[src/rtl/staged_reset_sequencer_pkg.sv]
// Shared types and width helpers for the staged reset sequencer.
// Contents:
//   state_e     - sequencer phase (HOLD, RELEASE, RUN)
//   cnt_width   - counter width able to hold max(RESET_CYCLE, STAGE_GAP)
//   idx_width   - stage-index width able to hold NUM_STAGES
package staged_reset_pkg;

  typedef enum logic [1:0] {
    HOLD    = 2'd0,
    RELEASE = 2'd1,
    RUN     = 2'd2
  } state_e;

  function automatic int cnt_width(input int reset_cycle, input int stage_gap);
    int max_v;
    max_v = (reset_cycle > stage_gap) ? reset_cycle : stage_gap;
    return $clog2(max_v + 1);
  endfunction

  function automatic int idx_width(input int num_stages);
    return $clog2(num_stages + 1);
  endfunction

endpackage

[src/rtl/staged_reset_sequencer_if.sv]
// Request/status bundle between the reset sequencer and its consumers.
// Signals:
//   swRstReq - synchronous active-high software reset request
//   rstOut   - active-high per-stage resets, bit 0 released first
//   ready    - high once every stage is released
// master: the requester/consumer side; slave: the sequencer itself.
interface staged_reset_sequencer_if #(
  parameter int NUM_STAGES = 4
);
  logic                  swRstReq;
  logic [NUM_STAGES-1:0] rstOut;
  logic                  ready;

  modport master (output swRstReq, input rstOut, input ready);
  modport slave  (input swRstReq, output rstOut, output ready);
endinterface

[src/rtl/staged_reset_sequencer_reset_synchronizer.sv]
// Reset synchronizer: asserts immediately when rstN falls, releases
// rstSync SYNC_STAGES rising edges after rstN rises.
// Ports:
//   clk     - destination clock
//   rstN    - asynchronous active-low reset input
//   rstSync - synchronized active-low reset (1 = released)
module reset_synchronizer #(
  parameter int SYNC_STAGES = 2
) (
  input  logic clk,
  input  logic rstN,
  output logic rstSync
);

  logic [SYNC_STAGES-1:0] sync_q;

  // Shift chain: cleared asynchronously, fills with ones after release.
  always_ff @(posedge clk or negedge rstN) begin
    if (!rstN) begin
      sync_q <= '0;
    end else begin
      sync_q <= {sync_q[SYNC_STAGES-2:0], 1'b1};
    end
  end

  assign rstSync = sync_q[SYNC_STAGES-1];

endmodule

[src/rtl/staged_reset_sequencer.sv]
// Staged reset sequencer: holds all downstream resets for RESET_CYCLE
// cycles after the last trigger, then releases them one by one, bit 0
// first, STAGE_GAP cycles apart. Board reset asserts everything
// asynchronously; release is always synchronous to clk.
// Ports:
//   clk  - clock
//   rstN - asynchronous active-low board reset
//   bus  - slave side: swRstReq in, rstOut/ready out (all registered)
module staged_reset_sequencer
  import staged_reset_pkg::*;
#(
  parameter int NUM_STAGES  = 4,
  parameter int RESET_CYCLE = 16,
  parameter int STAGE_GAP   = 4,
  parameter int SYNC_STAGES = 2
) (
  input  logic                            clk,
  input  logic                            rstN,
  staged_reset_sequencer_if.slave         bus
);

  localparam int CW = cnt_width(RESET_CYCLE, STAGE_GAP);
  localparam int IW = idx_width(NUM_STAGES);

  localparam logic [CW-1:0] HOLD_LOAD = CW'(RESET_CYCLE - 1);
  localparam logic [CW-1:0] GAP_LOAD  = CW'(STAGE_GAP - 1);
  localparam logic [IW-1:0] LAST_IDX  = IW'(NUM_STAGES - 1);

  state_e                state_q, state_d;
  logic [CW-1:0]         cnt_q, cnt_d;
  logic [IW-1:0]         idx_q, idx_d;
  logic [NUM_STAGES-1:0] rst_out_q, rst_out_d;
  logic                  ready_q, ready_d;
  logic                  rst_sync_s;
  logic                  trig_s;

  reset_synchronizer #(.SYNC_STAGES(SYNC_STAGES)) u_sync (
    .clk     (clk),
    .rstN    (rstN),
    .rstSync (rst_sync_s)
  );

  // A trigger is either a still-synchronizing board reset or a software request.
  assign trig_s = ~rst_sync_s | bus.swRstReq;

  // State, counters and outputs; board reset forces the full-hold state.
  always_ff @(posedge clk or negedge rstN) begin
    if (!rstN) begin
      state_q   <= HOLD;
      cnt_q     <= HOLD_LOAD;
      idx_q     <= '0;
      rst_out_q <= '1;
      ready_q   <= 1'b0;
    end else begin
      state_q   <= state_d;
      cnt_q     <= cnt_d;
      idx_q     <= idx_d;
      rst_out_q <= rst_out_d;
      ready_q   <= ready_d;
    end
  end

  // Next-state logic; a trigger overrides every other transition.
  always_comb begin
    state_d   = state_q;
    cnt_d     = cnt_q;
    idx_d     = idx_q;
    rst_out_d = rst_out_q;
    ready_d   = ready_q;
    if (trig_s) begin
      state_d   = HOLD;
      cnt_d     = HOLD_LOAD;
      idx_d     = '0;
      rst_out_d = '1;
      ready_d   = 1'b0;
    end else begin
      case (state_q)
        HOLD: begin
          rst_out_d = '1;
          ready_d   = 1'b0;
          if (cnt_q == '0) begin
            rst_out_d[0] = 1'b0;
            cnt_d        = GAP_LOAD;
            idx_d        = IW'(1);
            if (NUM_STAGES == 1) begin
              state_d = RUN;
              ready_d = 1'b1;
            end else begin
              state_d = RELEASE;
            end
          end else begin
            cnt_d = cnt_q - CW'(1);
          end
        end
        RELEASE: begin
          ready_d = 1'b0;
          if (cnt_q == '0) begin
            // Clear only the stage selected by idx_q; lower stages are already low.
            for (int i = 0; i < NUM_STAGES; i++) begin
              if (idx_q == IW'(i)) begin
                rst_out_d[i] = 1'b0;
              end else begin
                rst_out_d[i] = rst_out_q[i];
              end
            end
            idx_d = idx_q + IW'(1);
            cnt_d = GAP_LOAD;
            if (idx_q == LAST_IDX) begin
              state_d = RUN;
              ready_d = 1'b1;
            end else begin
              state_d = RELEASE;
            end
          end else begin
            cnt_d = cnt_q - CW'(1);
          end
        end
        RUN: begin
          rst_out_d = '0;
          ready_d   = 1'b1;
        end
        default: begin
          state_d   = HOLD;
          cnt_d     = HOLD_LOAD;
          idx_d     = '0;
          rst_out_d = '1;
          ready_d   = 1'b0;
        end
      endcase
    end
  end

  assign bus.rstOut = rst_out_q;
  assign bus.ready  = ready_q;

endmodule
[src/flat_wrapper.sv]
// flat-port wrapper written by rule: the top's interface ports become plain ports
module staged_reset_sequencer_flat import staged_reset_pkg::*;
#(
  parameter int NUM_STAGES  = 4,
  parameter int RESET_CYCLE = 16,
  parameter int STAGE_GAP   = 4,
  parameter int SYNC_STAGES = 2
)
  (clk, rstN, bus_swRstReq, bus_rstOut, bus_ready);
  staged_reset_sequencer_if #(.NUM_STAGES(NUM_STAGES)) bus_i ();
  input  logic clk;
  input  logic rstN;
  input wire logic [$bits(bus_i.swRstReq)-1:0] bus_swRstReq;
  output wire logic [$bits(bus_i.rstOut)-1:0] bus_rstOut;
  output wire logic [$bits(bus_i.ready)-1:0] bus_ready;
  assign bus_i.swRstReq = bus_swRstReq;
  assign bus_rstOut = bus_i.rstOut;
  assign bus_ready = bus_i.ready;
  staged_reset_sequencer #(.NUM_STAGES(NUM_STAGES), .RESET_CYCLE(RESET_CYCLE), .STAGE_GAP(STAGE_GAP), .SYNC_STAGES(SYNC_STAGES)) u_core (.clk(clk), .rstN(rstN), .bus(bus_i));
endmodule
[config.mk]
export PLATFORM = sky130hd
export DESIGN_NAME = staged_reset_sequencer_flat
export DESIGN_NICKNAME = d
export VERILOG_FILES = /design/src/rtl/staged_reset_sequencer_pkg.sv /design/src/rtl/staged_reset_sequencer_if.sv /design/src/rtl/staged_reset_sequencer_reset_synchronizer.sv /design/src/rtl/staged_reset_sequencer.sv /design/src/flat_wrapper.sv
export SDC_FILE = /design/constraint.sdc
export NUM_CORES = 1
export LEC_CHECK = 0
export CAP_MARGIN = 20
export CORE_MARGIN = 5
export CORE_UTILIZATION = 53
export CTS_BUF_LIST = sky130_fd_sc_hd__clkbuf_4
export DETAILED_ROUTE_END_ITERATION = 6
export HOLD_SLACK_MARGIN = 0.02
export MAX_ROUTING_LAYER = met4
export PLACE_DENSITY_LB_ADDON = 0.2
export RECOVER_POWER = 50
export SLEW_MARGIN = 5
export SYNTH_ARGS = -nofsm -noshare
export SYNTH_HDL_FRONTEND = slang
export SYNTH_HIERARCHICAL = 1
export SYNTH_SLANG_ARGS = --single-unit
[constraint.sdc]
create_clock -name clk -period 1.7 [get_ports clk]
set_input_delay 0.34 -clock clk [delete_from_list [all_inputs] [get_ports clk]]
set_output_delay 0.34 -clock clk [all_outputs]
set_load 0.02 [all_outputs]
# Word-level counts from Yosys, hierarchy flattened
# Index checks and enable logic that the tools add are counted.
# op_classes
reduce_logical,9
n_addsub,2
mux,24
bitwise,2
n_eq_ne,12
# op_table
operator,n
inequality test 3 x 1 -> 1 bit (second input constant),6
case mux 4 bit (3 select lines),1
two-way mux 5 bit,2
case mux 5 bit (2 select lines),1
two-way mux 3 bit,3
case mux 3 bit (3 select lines),1
two-way mux 1 bit,8
two-way mux 2 bit,4
two-way mux 4 bit,2
AND reduction 2 bit,4
equality test 3 x 2 -> 1 bit (second input constant),2
case mux 2 bit (3 select lines),1
logical NOT 5 bit,1
subtractor 5 x 1 -> 5 bit (second input constant),1
adder 3 x 1 -> 3 bit (second input constant),1
equality test 3 x 1 -> 1 bit (second input constant),1
logical NOT 3 bit,1
AND reduction 3 bit,1
equality test 2 x 1 -> 1 bit (second input constant),1
equality test 2 bit (second input constant),1
logical NOT 2 bit,1
inequality test 2 x 1 -> 1 bit (second input constant),1
case mux 1 bit (2 select lines),1
OR reduction 2 bit,1
2 further kinds,2
# word_totals
regBits,17
wordCells,58
output_inout_bits,5

# Logic depth before layout (Yosys ltp)
# Gate-level depths: netlist of run 1.
# depth
ltp_word,5
ltp_mapped,6
depth_no_buf,5

# By module
# The synthesis of run 1 kept the hierarchy.
# modules_own_cells
module,area_per_inst_um2,instances,cells_per_inst
staged_reset_sequencer,930.9,1,88
reset_synchronizer,53.8,1,3

# Worst setup path after synthesis of run 1
# No wires, ideal clock.
# synth_path
kind,flip-flop to flip-flop
startpoint,register u_core.cnt_q[0]
endpoint,register u_core.idx_q[2]
path_stages_with_launch,6
path_buffers,0
path_slack_ps,-49
required_ps,1573
arrival_time_ps,1621
synth_period_minus_slack_ps,1749
setup_ps,127
path_cell_list,dfstp_2 -> inv_1 -> ha_1 -> nor4b_4 -> o31a_2 -> mux2_1
# synth_between
elab_chain_len,3
# synth_rtl
element,line_no,rtl
start: declaration,staged_reset_sequencer.sv:30,"logic [CW-1:0] cnt_q, cnt_d;"
start signal: assignment,staged_reset_sequencer.sv:56,cnt_q <= cnt_d;
logical NOT 5 bit *,"staged_reset_sequencer.sv:81, staged_reset_sequencer.sv:97",
inequality test 3 x 1 -> 1 bit (no source line),-,
AND reduction 3 bit (no source line) *,-,
end signal: assignment,staged_reset_sequencer.sv:57,idx_q <= idx_d;
end: declaration,staged_reset_sequencer.sv:31,"logic [IW-1:0] idx_q, idx_d;"
# Mark *: on every way between the ends. The rest lies on a longest branch, timed or not.
# A chain may end at the register's enable or synchronous reset.

# Final worst setup path of run 1
# layout_path
startpoint,register u_core.cnt_q[1]
endpoint,register u_core.state_q[0]
# layout_between
elab_chain_len,3
# layout_rtl
element,line_no,rtl
logical NOT 5 bit *,"staged_reset_sequencer.sv:81, staged_reset_sequencer.sv:97",
inequality test 3 x 1 -> 1 bit (no source line),-,
AND reduction 3 bit (no source line) *,-,
end signal: assignment,staged_reset_sequencer.sv:55,state_q <= state_d;
end: declaration,staged_reset_sequencer.sv:29,"state_e state_q, state_d;"
# Marked as above.

==> results of run 1 <==
-- where the power goes --
part           switching (mW)  internal (mW)  leakage, nW  total (mW)
logic                  0.0241         0.0202        0.281      0.0443
registers             0.00373          0.411        0.205       0.415
clock network           0.124          0.107       0.0184       0.231
total                   0.152          0.539        0.505       0.691
-- critical path: stages, from the launching register on --
cell,delay [ps]
dfstp_2,570
inv_2,60
ha_4,160
nor4b_4,140
buf_4,160
buf_6,120
o211ai_1,260
o22ai_1,140
-- per-layer routing --
metal	global-route usage, %	wire length, um	vias up	part of all wire [%]
li1	-	-	374	-
met1	22.8	942	395	42
met2	26.9	1070	36	48
met3	5.07	183	7	8.2
met4	12.3	44	0	2.0
met5	-	0	-	0
-- cell families (layout without fill, tap and decap cells) --
group / after synthesis / after routing / share of synthesized area, %
buf+inv: 12 / 35 / 4.83
other cells: 1 / 1 / 0.381
mux: 5 / 5 / 5.59
flops: 17 / 17 / 44.2
fa+ha+maj: 9 / 9 / 11.4
simple gates: 23 / 23 / 15.0
compound gates: 24 / 24 / 18.6
-- flip-flops by register name (all words and copies together) (netlist names) --
register / flops
u_core/bus.rstOut: 4
u_core/cnt_q: 5
u_core/bus.ready: 1
u_core/state_q: 2
u_core/u_sync/sync_q: 2
u_core/idx_q: 3
-- stage by stage --
| step | hold WS, ps | cell area [um2] | cells | setup WS (ps) |
|---|---|---|---|---|
| final | 360 | 1230 | 139 | -29.2 |
| after global routing | 389 | 1230 | 139 | -58.2 |
| after CTS | 363 | 1200 | 136 | 10.8 |
| after detailed placement | 340 | 1170 | 132 | -34.2 |
| after global placement | 345 | 1170 | 132 | -19.7 |
| after floorplan | 44.4 | 1000 | 91 | 11.3 |
-- how the worst max path moves through the flow --
stage | slack (ps) | startpoint | end | cells past startpoint
global route | -60 | u_core/cnt_q[1]$_DFFE_PN1P_ | u_core/state_q[0]$_DFFE_PN0P_ | 7
finish | -30 | u_core/cnt_q[1]$_DFFE_PN1P_ | u_core/state_q[0]$_DFFE_PN0P_ | 7
CTS | 10 | u_core/cnt_q[1]$_DFFE_PN1P_ | u_core/idx_q[2]$_DFFE_PN0P_ | 5
global placement | -20 | bus_swRstReq | u_core/idx_q[2]$_DFFE_PN0P_ | 4
detailed placement | -30 | bus_swRstReq | u_core/idx_q[2]$_DFFE_PN0P_ | 4
floorplan | 10 | u_core/cnt_q[0]$_DFFE_PN1P_ | u_core/idx_q[2]$_DFFE_PN0P_ | 5
-- timing repair --
| action | CTS | global route |
|---|---|---|
| cloned | 0 | 0 |
| pin swaps | 0 | 3 |
| gates resized for setup | 4 | 3 |
| buffers inserted | 0 | 3 |
| endpoints found under the setup margin | 4 | 9 |
-- layout make-up --
type,instances,area (um2)
clock buffers,4,30.0
fillers,119,513
inverters,10,37.5
multi-input cells,62,524
flip-flops and latches,17,435
well taps,25,31.3
repair buffers,21,174
-- cell usage in the layout, fill, tap and decap left out, types with 2 or more instances in the layout --
master,n
buf_4,11
dfrtp_1,9
inv_1,8
ha_1,8
dfstp_2,8
nor2_1,7
a21oi_1,6
clkbuf_4,4
dlygate4sd2_1,4
mux2_2,3
a311oi_1,3
clkdlybuf4s50_1,2
inv_2,2
nand3_1,2
nand2_1,2
nand3b_1,2
o21ai_0,2
a211oi_1,2
nor4_1,2
nor3_1,2
a31oi_1,2
buf_6,2
==> results.rst, run 1 <==
.. list-table::
   :header-rows: 1

   * - Metric
     - Value
   * - Startpoint Class
     - flip-flop
   * - Maximum clock rate
     - roughly 580 MHz
   * - Hold-fix buffer count after cts
     - 0
   * - FF-to-FF setup slack
     - -30 ps
   * - Endpoints failing hold
     - 0
   * - Min-Delay Path Depth
     - 0
   * - Number of CTS-inserted buffers
     - 3
   * - Clock tree from TritonCTS
     - done
   * - Top cells by count, synth
     - inv_1 (10), dfrtp_1 (9), ha_1 (9), dfstp_2 (8), nor2_1 (7)
   * - Number of diodes added for antenna fixing
     - 0
   * - Final setup violation count
     - 2
   * - WL final
     - 2240 um
   * - Global placement routability congestion
     - 0.926
   * - Total power density per cell area
     - 561 nW/um2
   * - Layout Skew
     - 2.68 ps
   * - Cell types with the largest area share after synthesis
     - dfrtp_1 (23%), dfstp_2 (21%), ha_1 (11%), inv_1 (3.8%), mux2_2 (3.4%)
   * - DRC errors left
     - 0
   * - Post-synthesis sequential area ratio
     - 44.2%
   * - Post-detailed-placement half-perimeter wirelength
     - about 1500 um
   * - Net count after synthesis
     - 103
   * - CP Class
     - flip-flop to flip-flop
   * - ANT nets after route
     - 0
   * - Overflow left after global routing
     - 0
   * - Post-DR vias/cell
     - 5.84
   * - Average wire per standard cell
     - 16.1 um
   * - Initial antenna violation count
     - 0
   * - Number of cells on the worst reg-to-reg path
     - 7
   * - Data arrival time of the critical path
     - 1890 ps
   * - Reg-to-reg critical path endpoint
     - u_core/state_q[0]$_DFFE_PN0P_
   * - Setup ws final
     - -29.2 ps
   * - Area leader, netlist
     - dfrtp_1
   * - Die Span Y
     - 53.1 um
   * - Die outline area
     - 2820 um2
   * - Top-count cell post-synth
     - inv_1
   * - Leak
     - just over 0.5 nW
   * - Peak ir drop on the vdd network
     - 0.000621 V
   * - Cell at the root of the clock tree
     - clkbuf_4
   * - Yosys top cell area share
     - 22.9%
   * - Result of the run
     - complete, but fails checks
   * - Kind of capture point of the worst setup path
     - flip-flop
   * - Area added between synthesis and finish
     - 25.2%
   * - Pin slew with the least headroom to its limit
     - 880 ps
   * - Clock H-tree levels
     - 1
   * - Path class of the lowest-slack min-delay path
     - flip-flop to flip-flop
   * - Layout Utilization
     - 70.6%
   * - Failing checks
     - negative setup slack
   * - Wire length of the first global-routing pass
     - 3550 um
   * - Critical-path maximum fanout
     - 4
   * - End point of the most critical hold path
     - u_core/u_sync/sync_q[1]$_DFF_PN0_
   * - Boundary Pins
     - 8
   * - Number of synthesized register bits
     - 17
   * - Sum of negative setup slack
     - -41.0 ps
   * - Crit share post-route
     - 102%
   * - Effective utilization at floorplan
     - 56.4%
   * - Pwr Total
     - around 690 uW
   * - RSZ-0062 raised after global routing
     - yes
   * - Number of buffers added on ports
     - 7
   * - Mapped Cells
     - 91
   * - DR vias
     - ~810
   * - Number of detailed-routing iterations run before antenna repair
     - 4
   * - Post-layout net count
     - around 130
   * - Netlist area before placement
     - 985 um2
   * - Count of clock tree sinks
     - 17
   * - Startpoint of the most critical register-to-register path
     - u_core/cnt_q[1]$_DFFE_PN1P_
   * - Via count of the first global-routing pass
     - 803
   * - Number of enable-type register cells in the synthesized netlist
     - 0
   * - Std-Cell Core Area
     - 1750 um2
   * - Max clock buf depth
     - 2
   * - Most instantiated flip-flop cell in the synthesis netlist
     - dfrtp_1
   * - Clock latency on the worst-skew pair
     - 290 ps
   * - HP Start
     - u_core/u_sync/sync_q[0]$_DFF_PN0_
   * - Share of post-route cells with drive strength above 1
     - 32.5%
   * - Row count
     - 15
   * - GRT Resource Usage Total
     - 18.6%
   * - Yosys synthesis warning count
     - 6
   * - Die X-Extent
     - 53.1 um
   * - Clk slew on worst S/H paths
     - 100 ps
   * - Worst max-slew margin expressed relative to the limit
     - between 40% and 50%
   * - Count of different cell masters after synthesis
     - 35
   * - Synth Area per Inst
     - 10.8 um2
   * - Proportion of synthesized flip-flops having asynchronous set or reset
     - between 90% and 100%
   * - Number of max-slew violations in the final report
     - 0
   * - Required time of the worst setup path
     - 1860 ps
   * - Maximum number of pins on one net before global-route repair
     - 18
   * - Post-layout min period
     - 1730 ps
   * - Detailed router's first-iteration violation count
     - 23
   * - Max-capacitance violation count
     - 0
Note: power is estimated with default switching activity, not from simulation.
==> run 2: changes to the inputs <==
--- a/config.mk
+++ b/config.mk
@@ -6,15 +6,17 @@
 export NUM_CORES = 1
 export LEC_CHECK = 0
 export CAP_MARGIN = 20
+export CELL_PAD_IN_SITES_DETAIL_PLACEMENT = 1
+export CELL_PAD_IN_SITES_GLOBAL_PLACEMENT = 1
 export CORE_MARGIN = 5
-export CORE_UTILIZATION = 53
+export CORE_UTILIZATION = 42
 export CTS_BUF_LIST = sky130_fd_sc_hd__clkbuf_4
 export DETAILED_ROUTE_END_ITERATION = 6
 export HOLD_SLACK_MARGIN = 0.02
 export MAX_ROUTING_LAYER = met4
 export PLACE_DENSITY_LB_ADDON = 0.2
 export RECOVER_POWER = 50
-export SLEW_MARGIN = 5
+export SLEW_MARGIN = 20
 export SYNTH_ARGS = -nofsm -noshare
 export SYNTH_HDL_FRONTEND = slang
 export SYNTH_HIERARCHICAL = 1
==> results.rst, run 2 (synthesis gave the netlist of run 1 again) <==
.. list-table::
   :header-rows: 1

   * - Metric
     - Value
   * - Global placement routability congestion
     - about 0.80
   * - Post-DR vias/cell
     - 5.48
   * - Boundary Pins
     - 8
   * - CP Class
     - flip-flop to flip-flop
   * - DRC errors left
     - 0
   * - Max clock buf depth
     - 2
   * - Kind of capture point of the worst setup path
     - flip-flop
   * - Initial antenna violation count
     - 0
   * - Post-detailed-placement half-perimeter wirelength
     - 1830 um
   * - Destination of the critical timing path
     - u_core/bus.rstOut[1]$_DFFE_PN1P_
   * - Max reg flops
     - 5
   * - Critical path launch point
     - u_core/cnt_q[1]$_DFFE_PN1P_
   * - Crit path buf inv count
     - 2
   * - Most common library cell in the layout ignoring fill and taps
     - buf_4
   * - Clock H-tree levels
     - 1
   * - Clock tree from TritonCTS
     - done
   * - Number of cells on the worst reg-to-reg path
     - 6
   * - Total power density per cell area
     - 564 nW/um2
   * - Clk slew on worst S/H paths
     - 100 ps
   * - Setup ws final
     - 40.4 ps
   * - Logic depth of the worst setup path including buffers
     - 6
   * - Count of clock tree sinks
     - 17
   * - Cell area after layout
     - between 1000 and 1500 um2
   * - RSZ-0062 raised after global routing
     - yes
   * - Crit share post-route
     - between 90% and 100%
   * - Max-capacitance violation count
     - 0
   * - Number of CTS-inserted buffers
     - 3
   * - Clock latency on the worst-skew pair
     - 300 ps
   * - Area added between synthesis and finish
     - 25.9%
   * - List of cells traversed by the critical path
     - inv_2, ha_4, nor4b_4, buf_4, a31oi_4, mux2_2
   * - Commonest cells after routing, fill and taps aside
     - buf_4 (12), dfrtp_1 (9), inv_1 (8), ha_1 (8), dfstp_2 (8)
   * - Critical-path maximum fanout
     - 5
   * - Wire length of the first global-routing pass
     - between 4000 and 5000 um
   * - Slowest cell on the critical path
     - dfstp_2
   * - WL final
     - approximately 2400 um
   * - Data arrival time of the critical path
     - 1890 ps
   * - FF-to-FF setup slack
     - 40 ps
   * - Die Span Y
     - 58.4 um
   * - Layout Skew
     - 1.32 ps
   * - Final setup violation count
     - 0
   * - Reg-to-reg critical path endpoint
     - u_core/bus.rstOut[1]$_DFFE_PN1P_
   * - Startpoint of the most critical register-to-register path
     - u_core/cnt_q[1]$_DFFE_PN1P_
   * - DR vias
     - 773
   * - Number of max-slew violations in the final report
     - 0
   * - Std-Cell Core Area
     - ~2200 um2
   * - Pin slew with the least headroom to its limit
     - 939 ps
   * - Startpoint Class
     - flip-flop
   * - Share of post-route cells with drive strength above 1
     - between 30 and 40%
   * - Overflow left after global routing
     - 0
   * - Maximum clock rate
     - 603 MHz
   * - Required time of the worst setup path
     - roughly 1900 ps
   * - Number of diodes added for antenna fixing
     - 0
   * - Cell at the root of the clock tree
     - clkbuf_4
   * - Die X-Extent
     - 58.4 um
   * - Number of buffers added on ports
     - 7
   * - Post-layout net count
     - around 130
   * - Worst setup timing slack at the placement stage
     - -28.2 ps
   * - Pwr Total
     - 699 uW
   * - Row count
     - 17
   * - Result of the run
     - complete, no violations
   * - Path class of the lowest-slack min-delay path
     - flip-flop to flip-flop
   * - Endpoints failing hold
     - 0
   * - Number of detailed-routing iterations run before antenna repair
     - 3
   * - Die outline area
     - 3410 um2
   * - ANT nets after route
     - 0
   * - Detailed router's first-iteration violation count
     - 9
   * - Post-layout min period
     - 1660 ps
   * - Maximum number of pins on one net before global-route repair
     - 18
   * - Effective utilization at floorplan
     - 44.1%
   * - Cell area after placement
     - ~1200 um2
   * - Peak ir drop on the vdd network
     - 0.000484 V
   * - Via count of the first global-routing pass
     - 849
   * - Largest delay share family, worst path
     - flip-flops
   * - Leak
     - 0.497 nW
   * - Worst max-slew margin expressed relative to the limit
     - 37.4%
   * - Register ranked first by flip-flop count
     - u_core/cnt_q
   * - Max incr delay on CP
     - between 500 and 600 ps
   * - GRT Resource Usage Total
     - 16.1%
   * - Average wire per standard cell
     - between 15 and 20 um
-- run 2: cell types whose count changed in the layout (fill, tap and decap cells not counted), sizes merged --
cell and change:
buf -1
-- run 2: area by class of cell --
class | count | area, um2
inverters | 10 | 37.5
clock buffers | 4 | 30.0
fillers | 262 | 993
flip-flops and latches | 17 | 435
repair buffers | 20 | 159
well taps | 28 | 35.0
multi-input cells | 62 | 543
-- run 2: power breakdown --
group / switching (mW) / leakage, nW / total, mW / internal, mW
combinational: 0.0252 / 0.273 / 0.0458 / 0.0206
clock: 0.131 / 0.0184 / 0.238 / 0.107
sequential: 0.00350 / 0.205 / 0.415 / 0.411
total: 0.159 / 0.497 / 0.699 / 0.539
-- run 2: layer usage --
layer / global-route usage, % / up-vias / routed length [um]
met5: - / - / 0
met4: 7.95 / 0 / 69
met3: 2.85 / 7 / 51
met2: 25.0 / 10 / 1100
met1: 20.1 / 382 / 1150
li1: - / 374 / -
-- run 2: repair_timing --
item | CTS | global route
hold buffers | 0 | 0
gates resized for setup | 4 | 4
endpoints found under the setup margin | 7 | 7
buffers inserted | 1 | 0
pin swaps | 0 | 2
-- run 2: worst min path at each step --
stage	from	endpoint	slack, ps	cells past startpoint
6_report	u_core/u_sync/sync_q[0]$_DFF_PN0_	u_core/u_sync/sync_q[1]$_DFF_PN0_	370	0
5_1_grt	u_core/u_sync/sync_q[0]$_DFF_PN0_	u_core/u_sync/sync_q[1]$_DFF_PN0_	390	0
4_1_cts	rstN	u_core/cnt_q[4]$_DFFE_PN0P_	350	2
3_5_place_dp	u_core/u_sync/sync_q[0]$_DFF_PN0_	u_core/u_sync/sync_q[1]$_DFF_PN0_	350	0
3_3_place_gp	u_core/u_sync/sync_q[0]$_DFF_PN0_	u_core/u_sync/sync_q[1]$_DFF_PN0_	340	0
2_1_floorplan	rstN	u_core/bus.ready$_DFF_PN0_	40	0
-- run 2: per-stage QoR --
stage / hold WS, ps / cells / TNS [ps] / utilization (%)
floorplan: 44.4 / 91 / 0 / -
global placement: 342 / 136 / 0 / 53.1
detailed placement: 353 / 136 / -41.2 / 53.1
CTS: 353 / 141 / 0 / 54.6
global route: 392 / 141 / -4.27 / 55.5
finish: 371 / 141 / 0 / 55.5
==> run 3: changes to the inputs <==
--- a/config.mk
+++ b/config.mk
@@ -13,7 +13,6 @@
 export CTS_BUF_LIST = sky130_fd_sc_hd__clkbuf_4
 export DETAILED_ROUTE_END_ITERATION = 6
 export HOLD_SLACK_MARGIN = 0.02
-export MAX_ROUTING_LAYER = met4
 export PLACE_DENSITY_LB_ADDON = 0.2
 export RECOVER_POWER = 50
 export SLEW_MARGIN = 20
==> results.rst, run 3 (synthesis gave the netlist of run 1 again) <==
.. list-table::
   :header-rows: 1

   * - Metric
     - Value
   * - Final worst hold slack
     - roughly 370 ps
   * - Die Span Y
     - 58.4 um
   * - Number of max-slew violations in the final report
     - 0
   * - Max clock buf depth
     - 2
   * - Via count of the first global-routing pass
     - 853
   * - Number of diodes added for antenna fixing
     - 0
   * - Min-Delay Path Depth
     - 0
   * - Overflow left after global routing
     - 0
   * - Largest delay share family, worst path
     - flip-flops
   * - Area added between synthesis and finish
     - 25.9%
   * - Slowest cell on the critical path
     - dfstp_2
   * - Die outline area
     - about 3400 um2
   * - Initial antenna violation count
     - 0
   * - Endpoints failing hold
     - 0
   * - Global placement routability congestion
     - 0.784
   * - Path class of the lowest-slack min-delay path
     - flip-flop to flip-flop
   * - Peak ir drop on the vdd network
     - 0.000482 V
   * - Post-detailed-placement half-perimeter wirelength
     - 1830 um
   * - Clk slew on worst S/H paths
     - 100 ps
   * - Max-capacitance violation count
     - 0
   * - Worst max-slew margin expressed relative to the limit
     - 37.6%
   * - Count of clock tree sinks
     - 17
   * - Met3 layer wire length in the routed design
     - 75 um
   * - Data arrival time of the critical path
     - 1890 ps
   * - Post-layout net count
     - between 100 and 150
   * - Number of detailed-routing iterations run before antenna repair
     - 4
   * - Critical-path maximum fanout
     - 5
   * - Share of post-route cells with drive strength above 1
     - 33.6%
   * - Maximum number of pins on one net before global-route repair
     - 18
   * - Layout Skew
     - 1.53 ps
   * - Result of the run
     - complete, no violations
   * - Most common library cell in the layout ignoring fill and taps
     - buf_4
   * - Cell at the root of the clock tree
     - clkbuf_4
   * - WL final
     - roughly 2400 um
   * - Maximum clock rate
     - 603 MHz
   * - Average wire per standard cell
     - 16.8 um
   * - Die X-Extent
     - 58.4 um
   * - Number of cells on the worst reg-to-reg path
     - 6
   * - Max reg flops
     - 5
   * - Commonest cells after routing, fill and taps aside
     - buf_4 (12), dfrtp_1 (9), inv_1 (8), ha_1 (8), dfstp_2 (8)
   * - Kind of capture point of the worst setup path
     - flip-flop
   * - Post-route met1 wirelength
     - 1110 um
   * - Layout Cells excl Fill
     - 141
   * - GRT Resource Usage Total
     - 15.6%
   * - Max incr delay on CP
     - 550 ps
   * - Crit share post-route
     - 97.5%
   * - Row count
     - 17
   * - Hold-fix buffer count after cts
     - 0
   * - Effective utilization at floorplan
     - 44.1%
   * - Number of CTS-inserted buffers
     - 3
   * - Clock H-tree levels
     - 1
   * - Final setup violation count
     - 0
   * - Total power density per cell area
     - 563 nW/um2
   * - Crit path buf inv count
     - 2
   * - List of cells traversed by the critical path
     - inv_2, ha_4, nor4b_4, buf_4, a31oi_4, mux2_2
   * - WL met2
     - between 1000 and 1500 um
   * - Startpoint Class
     - flip-flop
   * - ANT nets after route
     - 0
   * - CP Class
     - flip-flop to flip-flop
   * - Leak
     - about 0.50 nW
   * - RSZ-0062 raised after global routing
     - yes
   * - Required time of the worst setup path
     - roughly 1900 ps
   * - Topmost layer with routed signal wires
     - met4
   * - Std-Cell Core Area
     - 2230 um2
   * - Register ranked first by flip-flop count
     - u_core/cnt_q
   * - Number of cells in the design after placement
     - roughly 140
   * - Pin slew with the least headroom to its limit
     - 936 ps
   * - Clock latency on the worst-skew pair
     - 290 ps
   * - Number of buffers added on ports
     - 7
   * - Post-layout min period
     - 1660 ps
   * - Wire length of the first global-routing pass
     - 4000 um
   * - DRC errors left
     - 0
   * - Clock tree from TritonCTS
     - done
   * - Boundary Pins
     - 8
   * - Post-DR vias/cell
     - 5.59
   * - Logic depth of the worst setup path including buffers
     - 6
   * - Detailed router's first-iteration violation count
     - 12
   * - DR vias
     - around 790
[run 3: final timing paths]
kind                                                   startpoint                                 to  slack [ps]
worst max register to register        u_core/cnt_q[1]$_DFFE_PN1P_   u_core/bus.rstOut[1]$_DFFE_PN1P_          40
min in group asynchronous                                    rstN        u_core/idx_q[0]$_DFFE_PN0P_         690
max in group asynchronous                                    rstN      u_core/state_q[0]$_DFFE_PN0P_         440
worst min register to register  u_core/u_sync/sync_q[0]$_DFF_PN0_  u_core/u_sync/sync_q[1]$_DFF_PN0_         370
worst min-delay path            u_core/u_sync/sync_q[0]$_DFF_PN0_  u_core/u_sync/sync_q[1]$_DFF_PN0_         370
worst max-delay path                  u_core/cnt_q[1]$_DFFE_PN1P_   u_core/bus.rstOut[1]$_DFFE_PN1P_          40
[run 3: stage by stage]
step	util, %	setup TNS (ps)	instance area (um2)	power, mW	worst slack (ps)
after floorplan	-	0	1000	0.441	11.3
after global placement	53.1	0	1190	0.466	8.36
after detailed placement	53.1	-41.2	1190	0.469	-28.2
after CTS	54.6	0	1220	0.719	7.32
after global routing	55.5	-0.711	1240	0.741	-0.711
final	55.5	0	1240	0.698	42.0
[run 3: where the power goes]
part           leakage, nW  switching, mW  internal [mW]
Combinational        0.273         0.0255         0.0206
Clock               0.0184          0.130          0.107
Sequential           0.205        0.00350          0.411
[run 3: final cells by class]
cell class / count / area [um2]
Clock buffer: 4 / 30.0
Fill cell: 262 / 993
Inverter: 10 / 37.5
Multi-Input combinational cell: 62 / 543
Sequential cell: 17 / 435
Tap cell: 28 / 35.0
Timing Repair Buffer: 20 / 159
[run 3: layer usage]
metal  track usage, %  vias up
met2             25.0       14
met3             3.07        7
met4             7.95        0
li1                 -      375
met1             19.8      392
met5                0        -
[run 3: worst register-to-register path, stage by stage, from the launching register on]
cell and delay, ps:
dfstp_2 550, inv_2 50, ha_4 160, nor4b_4 140
buf_4 160, a31oi_4 190, mux2_2 350
[run 3: repair_timing]
| item | CTS | global route |
|---|---|---|
| endpoints found under the hold margin | 0 | 0 |
| pin swaps | 0 | 2 |
| endpoints found under the setup margin | 7 | 7 |
| buffers inserted | 1 | 0 |
| resized for setup | 4 | 4 |
